[src/rtl/fpadd_issue_wb.sv]
// Issue/writeback wrapper for the pipelined FP adder: credit-gated issue, a tag pipe
// matched to the adder latency, a show-ahead result FIFO and sticky exception flags.
module fpadd_issue_wb #(
  parameter int DWIDTH  = 32,
  parameter int TWIDTH  = 5,
  parameter int LATENCY = 5,
  parameter int DEPTH   = 8
) (
  input  logic              clk,
  input  logic              rst,
  input  logic              req_valid,
  output logic              req_ready,
  input  logic [DWIDTH-1:0] req_a,
  input  logic [DWIDTH-1:0] req_b,
  input  logic [TWIDTH-1:0] req_tag,
  output logic              fpu_valid,
  output logic [DWIDTH-1:0] fpu_a,
  output logic [DWIDTH-1:0] fpu_b,
  input  logic [DWIDTH-1:0] fpu_sum,
  input  logic [2:0]        fpu_fex,
  input  logic              fpu_done,
  output logic              wb_valid,
  input  logic              wb_ready,
  output logic [DWIDTH-1:0] wb_sum,
  output logic [2:0]        wb_fex,
  output logic [TWIDTH-1:0] wb_tag,
  output logic [2:0]        fflags,
  input  logic              fflags_clr,
  output logic              seq_err
);
  localparam int AW = $clog2(DEPTH);
  localparam int CW = AW + 1;

  typedef struct packed {
    logic [DWIDTH-1:0] sum;
    logic [2:0]        fex;
    logic [TWIDTH-1:0] tag;
  } res_t;

  logic                           r_fpu_valid;
  logic [DWIDTH-1:0]              r_fpu_a, r_fpu_b;
  logic [TWIDTH-1:0]              r_tag;
  logic [LATENCY-1:0]             r_vld_pipe;
  logic [LATENCY-1:0][TWIDTH-1:0] r_tag_pipe;
  logic [CW-1:0]                  r_inflight, r_count;
  logic [AW-1:0]                  r_wptr, r_rptr;
  res_t                           r_mem [DEPTH];
  logic [2:0]                     r_fflags;
  logic                           r_seq_err;

  logic          w_acc, w_push, w_pop, w_dec, w_pv_out;
  logic [CW:0]   w_used;
  res_t          w_head, w_wr;

  // Credits count both in-flight ops and queued results so a push can never hit a full FIFO.
  assign w_used    = {1'b0, r_inflight} + {1'b0, r_count};
  assign req_ready = w_used < (CW+1)'(DEPTH);
  assign w_acc     = req_valid & req_ready;

  assign w_pv_out  = r_vld_pipe[LATENCY-1];
  assign w_push    = fpu_done & (r_count != CW'(DEPTH));
  assign w_pop     = wb_valid & wb_ready;
  assign w_dec     = fpu_done & (r_inflight != '0);

  assign w_wr.sum  = fpu_sum;
  assign w_wr.fex  = fpu_fex;
  assign w_wr.tag  = w_pv_out ? r_tag_pipe[LATENCY-1] : '0;

  assign w_head    = r_mem[r_rptr];
  assign wb_valid  = (r_count != '0);
  assign wb_sum    = w_head.sum;
  assign wb_fex    = w_head.fex;
  assign wb_tag    = w_head.tag;

  assign fpu_valid = r_fpu_valid;
  assign fpu_a     = r_fpu_a;
  assign fpu_b     = r_fpu_b;
  assign fflags    = r_fflags;
  assign seq_err   = r_seq_err;

  always_ff @(posedge clk or posedge rst) begin
    if (rst) begin
      r_fpu_valid <= 1'b0;
      r_fpu_a     <= '0;
      r_fpu_b     <= '0;
      r_tag       <= '0;
    end else begin
      r_fpu_valid <= w_acc;
      if (w_acc) begin
        r_fpu_a <= req_a;
        r_fpu_b <= req_b;
        r_tag   <= req_tag;
      end
    end
  end

  // Stage 0 samples the issue register, so the last stage lines up with the adder's done.
  always_ff @(posedge clk or posedge rst) begin
    if (rst) begin
      r_vld_pipe <= '0;
      r_tag_pipe <= '0;
    end else begin
      r_vld_pipe[0] <= r_fpu_valid;
      r_tag_pipe[0] <= r_tag;
      for (int i = 1; i < LATENCY; i++) begin
        r_vld_pipe[i] <= r_vld_pipe[i-1];
        r_tag_pipe[i] <= r_tag_pipe[i-1];
      end
    end
  end

  always_ff @(posedge clk or posedge rst) begin
    if (rst) begin
      r_inflight <= '0;
      r_count    <= '0;
      r_wptr     <= '0;
      r_rptr     <= '0;
      for (int i = 0; i < DEPTH; i++) r_mem[i] <= '0;
    end else begin
      case ({w_acc, w_dec})
        2'b10:   r_inflight <= r_inflight + CW'(1);
        2'b01:   r_inflight <= r_inflight - CW'(1);
        default: r_inflight <= r_inflight;
      endcase
      case ({w_push, w_pop})
        2'b10:   r_count <= r_count + CW'(1);
        2'b01:   r_count <= r_count - CW'(1);
        default: r_count <= r_count;
      endcase
      if (w_push) begin
        r_mem[r_wptr] <= w_wr;
        r_wptr        <= r_wptr + AW'(1);
      end
      if (w_pop) r_rptr <= r_rptr + AW'(1);
    end
  end

  always_ff @(posedge clk or posedge rst) begin
    if (rst) begin
      r_fflags  <= '0;
      r_seq_err <= 1'b0;
    end else begin
      if (w_pop)           r_fflags <= (fflags_clr ? 3'b000 : r_fflags) | wb_fex;
      else if (fflags_clr) r_fflags <= '0;
      if (fpu_done != w_pv_out) r_seq_err <= 1'b1;
    end
  end

endmodule

[config.mk]
export PLATFORM = sky130hd
export DESIGN_NAME = fpadd_issue_wb
export DESIGN_NICKNAME = d
export VERILOG_FILES = /design/src/rtl/fpadd_issue_wb.sv
export SDC_FILE = /design/constraint.sdc
export NUM_CORES = 1
export LEC_CHECK = 0
export BUFFER_PORTS_ARGS = -buffer_cell sky130_fd_sc_hd__buf_2
export CORE_MARGIN = 10
export CORE_UTILIZATION = 30
export CTS_CLUSTER_SIZE = 10
export DETAILED_ROUTE_END_ITERATION = 8
export GPL_TIMING_DRIVEN = 1
export PLACE_DENSITY_LB_ADDON = 0.1
export REMOVE_ABC_BUFFERS = 1
export SLEW_MARGIN = 20
export SYNTH_ARGS = -nofsm -noshare
export SYNTH_HDL_FRONTEND = slang
export SYNTH_SLANG_ARGS = --single-unit
[constraint.sdc]
create_clock -name clk -period 51.8 [get_ports clk]
set_clock_uncertainty 0.1 [all_clocks]
set_input_delay 15.54 -clock clk [delete_from_list [all_inputs] [get_ports clk]]
set_output_delay 15.54 -clock clk [all_outputs]
set_load 0.1 [all_outputs]
# After elaboration in Yosys (flattened, before gate mapping)

Cells that the tools add are included.

Add/subtract/negate cells: 7
$lt $le $gt $ge: 4
Equal/unequal tests: 6
Mux-type cells: 11
Bitwise logic cells: 7
Reductions and logical operators: 5

Operators with widths:

| kind                                                                          | count |
|---|---|
| 320-bit bitwise mux                                                           | 1 |
| 40-bit binary-select mux with 3-bit select                                    | 1 |
| 40-bit demux with 3-bit select                                                | 1 |
| 40-bit 2-to-1 mux                                                             | 3 |
| 4-bit case mux with 2 select lines                                            | 2 |
| 4-bit by 1-bit adder with 4-bit output (second input constant)                | 2 |
| 4-bit >= comparator (second input constant)                                   | 2 |
| 3-bit NOT with 4-bit output                                                   | 2 |
| 4-bit nonzero test                                                            | 2 |
| 4-bit by 1-bit subtractor with 4-bit output (second input constant)           | 2 |
| 3-bit by 1-bit adder with 3-bit output (second input constant)                | 2 |
| 3-bit 2-to-1 mux                                                              | 2 |
| 4-bit by 4-bit adder with 5-bit output                                        | 1 |
| 5-bit by 4-bit less-than comparator with 1-bit output (second input constant) | 1 |
| 5-bit 2-to-1 mux                                                              | 1 |
| 1-bit AND                                                                     | 4 |
| 2-bit by 1-bit equality test with 1-bit output (second input constant)        | 2 |
| 2-bit equality test (second input constant)                                   | 2 |
| 4-bit by 1-bit less-than comparator with 1-bit output (second input constant) | 1 |
| 4-bit != test (second input constant)                                         | 1 |
| 2-bit nonzero test                                                            | 2 |
| 3-bit OR                                                                      | 1 |
| 1-bit logical AND                                                             | 1 |
| 1-bit != test                                                                 | 1 |

Flip-flop bits (word level): 438
Bits of input ports: 110
Logic and storage cells: 80

# Depth between registers and ports, before layout

Gate-level depths: netlist of the first run.

Word-level depth: 6
Gate-level depth with buffers: 13

# Worst setup path after synthesis of the first run

OpenSTA, ideal clock, no wires.

Kind: register to output
From: reg r_rptr[0]
To: out wb_fex[0]
Arrival time: 3384 ps
Required time: 36160 ps
Path slack: 32776 ps
Stages on the path, launching flop included: 6
Path through: dfrtp_1 buf_2 buf_2 buf_4 mux2i_1 a221oi_1

Cells in the longest elaborated chain, start to end: 4

Ends and longest elaborated chain:

| item                                                 | line | source |
|---|---|---|
| from (decl)                                          | 46   | `logic [AW-1:0] r_wptr, r_rptr;` |
| from (signal assigned)                               | 134  | `if (w_pop) r_rptr <= r_rptr + AW'(1);` |
| 3-bit NOT with 4-bit output (implied by the code)    | 69   | `assign w_head = r_mem[r_rptr];` |
| 40-bit binary-select mux with 3-bit select           | 69   |  |
| 40-bit 2-to-1 mux (implied by the code) (2 in a row) | 69   |  |
| to (decl)                                            | 25   | `output logic [2:0] wb_fex,` |

Every way passes these cells. The select of a mux whose other input is x is not followed.

# Final worst setup path of the first run

Ends and elaborated chain as after synthesis.

==> reports/summary.txt, run 1 <==
clk buf depth = 3
Final Hold Viols = 0
global-route wire length before repair = 73600 um
FF/Latch Area = 11000 um^2
maxcap violations = 0
CP max stage cell = dfrtp_4
clk slew on worst S/H paths = 0.06 ns
detailed-route vias per instance = 4.68
Post-Syn Instances = 1168
Async S/R FF share, synth = 100%
chip width = 271 um
# setup viols final = 0
mapped cell area = 18900 um^2
Placer Congestion = 0.686
H-tree depth = 2
Synth cell types = 40
Top-Level Pins = 221
Hold Path Class = reg2reg
routed len/inst = 20.9 um
WP data arrival = 4.12 ns
Post-Syn Area per Cell = 16.1 um^2
Critical R2R Capture = fflags[0]
final period utilization = 38.2%
Starting Density = 30.4%
Slew Limit Fails = 0
vias in the first global route = 11683
Worst slew margin = 29.0%
final wirelength = 47000 um
post-DP HPWL = 27000 um
end of the worst hold path = r_tag_pipe[9]
row cnt = 91
FILL cells = 6065
Setup TNS = 0 ns
Clock Latency Late Sink = 0.58 ns
Root Buffer = clkbuf_16
Synthesis Warnings = 0
Multi-input gate area = 7480 um^2
Post-synth EDFFs = 0
number of buffers created by CTS = 53
largest net degree at the start of global routing = 127
DRC violations left = 0
Max stage delay on crit path = 1.04 ns
crit path max fanout = 46
Critical Path Start Type = flip-flop
Seq/Total Area, Yosys = 58.1%
layout overhead on the synthesized area = 18.4%
status = finished, final reports clean
antenna viol nets, final = 0
CP Capture Type = output pin
r2r worst-path depth = 5
number of vias in the routed layout = 10541
fin crit period = 19.76 ns
Yosys reg bits = 438
prevailing post-synth register cell = dfrtp_1
R2R setup slack = 48.44 ns
setup bufs post-CTS = 0
post-cts repair resize count = 0
CTS tree = built
FF-to-FF Start = r_rptr[0]
grt ovf = 0
PortBufs = 220
core area = 61900 um^2
Initial DRC Count = 488
Max Clock Freq = 50.6 MHz
initial antenna violation count = 4
Critical Path RT = 36.16 ns
Worst Tran Pin Value = 1.07 ns
layout cells sized above 1 = 50.0%
worst hold stages = 0
WP buf/inv = 2
Total GRT Usage = 12.8%
die height = 271 um
Sink Count = 438
drt pass-1 iters = 4
critical path class = reg2out
Crit path max-delay family = buffers and inverters
nets@finish = 1510
Die Area = 73300 um^2
RSZ-0062 raised after global routing = no
crit-path cells = buf_4, mux2_2, o22ai_1, a221oi_1, buf_2
Post-CTS Hold Buffers = 0
hold_sp = r_tag_pipe[4]
-- metal layers --
layer | global-route usage [%] | vias to the layer above | wire length (um)
met5 | 0 | - | 41
met4 | 3.53 | 6 | 885
met3 | 3.49 | 64 | 2530
met2 | 20.7 | 215 | 22400
met1 | 16.7 | 5537 | 21200
li1 | - | 4719 | -
-- worst max-delay path by stage --
| stage | from | endpoint | slack (ns) | depth (start not counted) |
|---|---|---|---|---|
| 6_report | r_rptr[0] | wb_fex[0] | 32.04 | 5 |
| 5_1_grt | r_rptr[0] | wb_fex[0] | 31.68 | 5 |
| 4_1_cts | r_rptr[0] | wb_fex[0] | 31.87 | 5 |
| 3_5_place_dp | r_rptr[0] | wb_fex[0] | 32.54 | 5 |
| 3_3_place_gp | r_rptr[0] | wb_fex[0] | 32.50 | 5 |
| 2_1_floorplan | rst | fflags[0] | 23.96 | 1 |
-- stage by stage --
stage / area [um^2] / hold WS [ns] / worst slack, ns / cells / util (%)
floorplan: 18400 / 0.231 / 23.96 / 1096 / -
global placement: 20800 / 0.231 / 32.50 / 2169 / 33.5
detailed placement: 20800 / 0.235 / 32.54 / 2169 / 33.5
CTS: 22300 / 0.247 / 31.87 / 2253 / 36.0
global route: 22300 / 0.252 / 31.68 / 2254 / 36.0
finish: 22300 / 0.245 / 32.04 / 2254 / 36.0
-- sequential cells by signal (all words and copies together), names as in the netlist --
name and flops:
fflags 3, fpu_a 32, fpu_b 32, fpu_valid 1, r_count 4, r_inflight 4, r_mem 320, r_rptr 3
r_tag 5, r_tag_pipe 25, r_vld_pipe 5, r_wptr 3, seq_err 1
-- layout make-up --
| class | instances | area share [%] |
|---|---|---|
| Antenna cell | 1 | 0.0112 |
| Clock buffer | 78 | 6.69 |
| Clock inverter | 6 | 0.263 |
| Inverter | 11 | 0.219 |
| Multi-Input combinational cell | 647 | 33.5 |
| Sequential cell | 438 | 49.1 |
| Tap cell | 837 | 4.69 |
| Timing Repair Buffer | 236 | 5.47 |
-- synthesized netlist by cell type (8+ instances only) --
master    instances  share of area, %
dfrtp_1         438                58
clkbuf_1         12              0.24
mux2_4           30               2.4
ha_1             11              0.73
buf_4            28               1.1
mux4_2           74               8.8
nand2_1          56               1.1
mux2_2          289                17
buf_2            18              0.48
inv_1            11              0.22
mux2_1           73               4.4
o21ai_0          42               1.1
buf_6            10              0.60
mux2i_1           8              0.42
-- cell families (layout without fill, tap and decap cells) --
family / count (synthesis) / count (layout) / share of synthesized area, %
other: 0 / 1 / 0
adders and majority gates: 13 / 13 / 0.942
xor gates and xnor gates: 9 / 9 / 0.418
and+or+nand+nor: 90 / 90 / 2.50
muxes: 474 / 474 / 33.3
AOI/OAI and AO/OA: 61 / 61 / 2.02
DFF: 438 / 438 / 58.1
buffers and inverters: 83 / 331 / 2.73
-- layout by cell type (no fill, tap or decap), types with 2 or more instances in the layout --
cell,count
a2111oi_0,2
a211oi_1,2
a21o_1,2
a21oi_1,2
a221oi_1,2
a22o_1,4
buf_2,220
buf_4,16
clkbuf_1,20
clkbuf_16,55
clkbuf_8,3
clkinv_2,4
dfrtp_1,435
dfrtp_4,2
fa_1,2
ha_1,11
inv_1,10
mux2_1,73
mux2_2,289
mux2_4,30
mux2i_1,8
mux4_2,74
nand2_1,56
nand2b_1,2
nand3_1,4
nand4b_1,2
nand4b_4,3
nand4bb_4,4
nor2_1,4
nor2b_1,6
nor3_1,3
o21ai_0,42
o22ai_1,2
or4_1,3
xnor2_1,6
xor2_1,3
-- worst register-to-register path, stage by stage (launching register included) --
cell and delay [ns]:
dfrtp_4 1.04, buf_4 0.93, mux2_2 0.36, o22ai_1 0.08, a221oi_1 0.56, a22o_1 0.22
Power of run 1 is left out: the tool's default activity adds up to more than one toggle a clock period on the data nets, which glitch-free logic cannot reach.
==> inputs of run 2 (changes only) <==
ABC_AREA = 1   (was unset)
clock period = 16.3 ns   (was 51.8 ns; I/O delays follow)
==> reports/summary.txt, run 2 <==
status = finished, final reports clean
crit-path cells = inv_4, buf_4, o21ai_0, o22ai_1, nand2_1, nand2_1, buf_2
CP max stage cell = buf_4
mapped cell area = 20200 um^2 (+6.9%)
detailed-route vias per instance = 4.88 (+4.5%)
core area = 66200 um^2 (+6.9%)
CP Capture Type = output pin
number of vias in the routed layout = 16955 (+61%)
Crit path top cell by count = nand2_1
most frequent cells in the layout = 990 x nand2_1, 435 x dfrtp_1, 304 x nand3_1
Final Non-Filler Cells = 3471 (+54%)
Die Area = 77900 um^2 (+6.4%)
vias in the first global route = 17388 (+49%)
top post-synthesis cells by count = 990 x nand2_1, 438 x dfrtp_1, 304 x nand3_1, 187 x nor2_1, 171 x o21ai_0
Critical Path RT = 11.31 ns (-24.85 ns)
post-cts repair resize count = 0 (unchanged)
Setup TNS = 0 ns (unchanged)
# setup viols final = 0 (unchanged)
area share of the largest cell type after synthesis = 54.4% (-3.7 points)
FILL cells = 6903 (+14%)
Worst Tran Pin Value = 1.06 ns (-0.00771 ns)
nets@finish = 2697 (+79%)
Post-CTS Hold Buffers = 0 (unchanged)
chip width = 279 um (+3.1%)
post-DP HPWL = 35600 um (+32%)
DRC violations left = 0 (unchanged)
Initial DRC Count = 1134 (+130%)
Post-synth EDFFs = 0 (unchanged)
most common cell after layout, fill and taps aside = nand2_1
Final Hold Viols = 0 (unchanged)
layout overhead on the synthesized area = 14.6%
WP buf/inv = 3 (+1)
antenna viol nets, final = 0 (unchanged)
Post-Syn Instances = 2480 (+110%)
Placer Congestion = 0.763 (+11%)
H-tree depth = 2 (unchanged)
Total GRT Usage = 17.0% (+4.1 points)
Root Buffer = clkbuf_16
Critical Path Start Type = flip-flop
Seq/Total Area, Yosys = 54.4% (-3.7 points)
Top-Level Pins = 221 (unchanged)
Hold WS = 0.243 ns (-0.00263 ns)
routed len/inst = 19.2 um (-7.9%)
number of flip-flops in the largest register = 320 (unchanged)
setup bufs post-CTS = 0 (unchanged)
clk buf depth = 3 (unchanged)
largest net degree at the start of global routing = 170 (+34%)
clk slew on worst S/H paths = 0.06 ns (about the same)
Synth cell types = 28 (-30%)
Max stage delay on crit path = 0.86 ns (-0.18 ns)
WP data arrival = 3.91 ns (-0.21 ns)
CTS tree = built
RSZ-0062 raised after global routing = no
Async S/R FF share, synth = 100% (unchanged)
Synth area leader = dfrtp_1
Hold Path Class = reg2reg
critical path class = reg2out
Starting Density = 30.4% (about the same)
fin crit period = 8.90 ns
Worst slew margin = 29.5% (+0.51 points)
crit path max fanout = 86 (+87%)
prevailing post-synth register cell = dfrtp_1
number of buffers created by CTS = 53 (unchanged)
global-route wire length before repair = 105000 um (+42%)
final period utilization = 54.6%
Sink Count = 438 (unchanged)
maxcap violations = 0 (unchanged)
layout cells sized above 1 = 13.4% (-37 points)
Clock Latency Late Sink = 0.59 ns (about the same)
drt pass-1 iters = 5 (+1)
PortBufs = 220 (unchanged)
die height = 279 um (+3.1%)
count leader, synth = nand2_1
largest cells by area after synthesis = dfrtp_1 54%, nand2_1 18%, nand3_1 7.5%, o21ai_0 4.2%, nor2_1 3.5%
row cnt = 94 (+3.3%)
grt ovf = 0 (unchanged)
Crit path max-delay family = buffers and inverters
Synthesis Warnings = 0 (unchanged)
Largest Register = r_mem
Slew Limit Fails = 0 (unchanged)
Post-Syn Area per Cell = 8.13 um^2 (-50%)
initial antenna violation count = 11 (+7)
Inst Count DP = 3382 (+56%)
final wirelength = 66700 um (+42%)
Max Clock Freq = 112 MHz
Yosys reg bits = 438 (unchanged)
[run 2: cell types whose count changed in the layout (fill, tap and decap cells not counted), moves of 46 or more]
cell | previous run | this run
mux4_2 | 74 | 0
nor2_1 | 4 | 187
o21ai_1 | 0 | 46
o21ai_0 | 42 | 171
nand2_1 | 56 | 990
mux2_2 | 289 | 0
nand3_1 | 4 | 304
mux2_1 | 73 | 0
[run 2: layout make-up]
type,count,area (um^2),area share (%)
Antenna cell,4,10.0,0.0433
Clock buffer,78,1500,6.50
Clock inverter,6,77.6,0.336
Inverter,43,180,0.780
Multi-Input combinational cell,1800,8010,34.7
Sequential cell,438,11000,47.5
Tap cell,864,1080,4.68
Timing Repair Buffer,238,1270,5.49
[run 2: kinds of logic (layout without fill, tap and decap cells)]
kind of cell / after synthesis / after routing / share of synthesized area, %
AOI/OAI and AO/OA: 273 / 273 / 7.29
xor gates and xnor gates: 9 / 9 / 0.391
adders and majority gates: 13 / 13 / 0.882
buffers and inverters: 242 / 365 / 5.90
DFF: 438 / 438 / 54.4
other: 0 / 4 / 0
and+or+nand+nor: 1505 / 1505 / 31.2
[run 2: metrics by stage]
stage / util, % / worst slack (ns) / instance area [um^2]
floorplan: - / -0.892 / 19100
finish: 34.9 / 7.40 / 23100
global placement: 32.4 / 8.15 / 21500
CTS: 34.8 / 7.49 / 23100
detailed placement: 32.4 / 8.14 / 21500
global route: 34.9 / 7.27 / 23100
[run 2: worst paths after layout]
path                               start             to  slack [ns]  cells after the start
max                            r_rptr[0]     wb_sum[24]        7.40                      7
min in group asynchronous            rst      fpu_b[13]        4.27                      2
max reg2reg                r_inflight[1]      fpu_a[25]       12.92                      9
min                        r_vld_pipe[3]  r_vld_pipe[4]        0.24                      0
min reg2reg                r_vld_pipe[3]  r_vld_pipe[4]        0.24                      0
max in group asynchronous            rst      r_rptr[0]       10.05                      4
[run 2: per-layer routing]
metal  track usage (%)  wire (um)  vias to the layer above
li1                  -          -                     8119
met2              28.4      31300                      481
met1              21.7      29200                     8261
met3              4.49       5210                       82
met5                 0         75                        -
met4              3.37        916                       12
Power of run 2 is left out for the same reason.
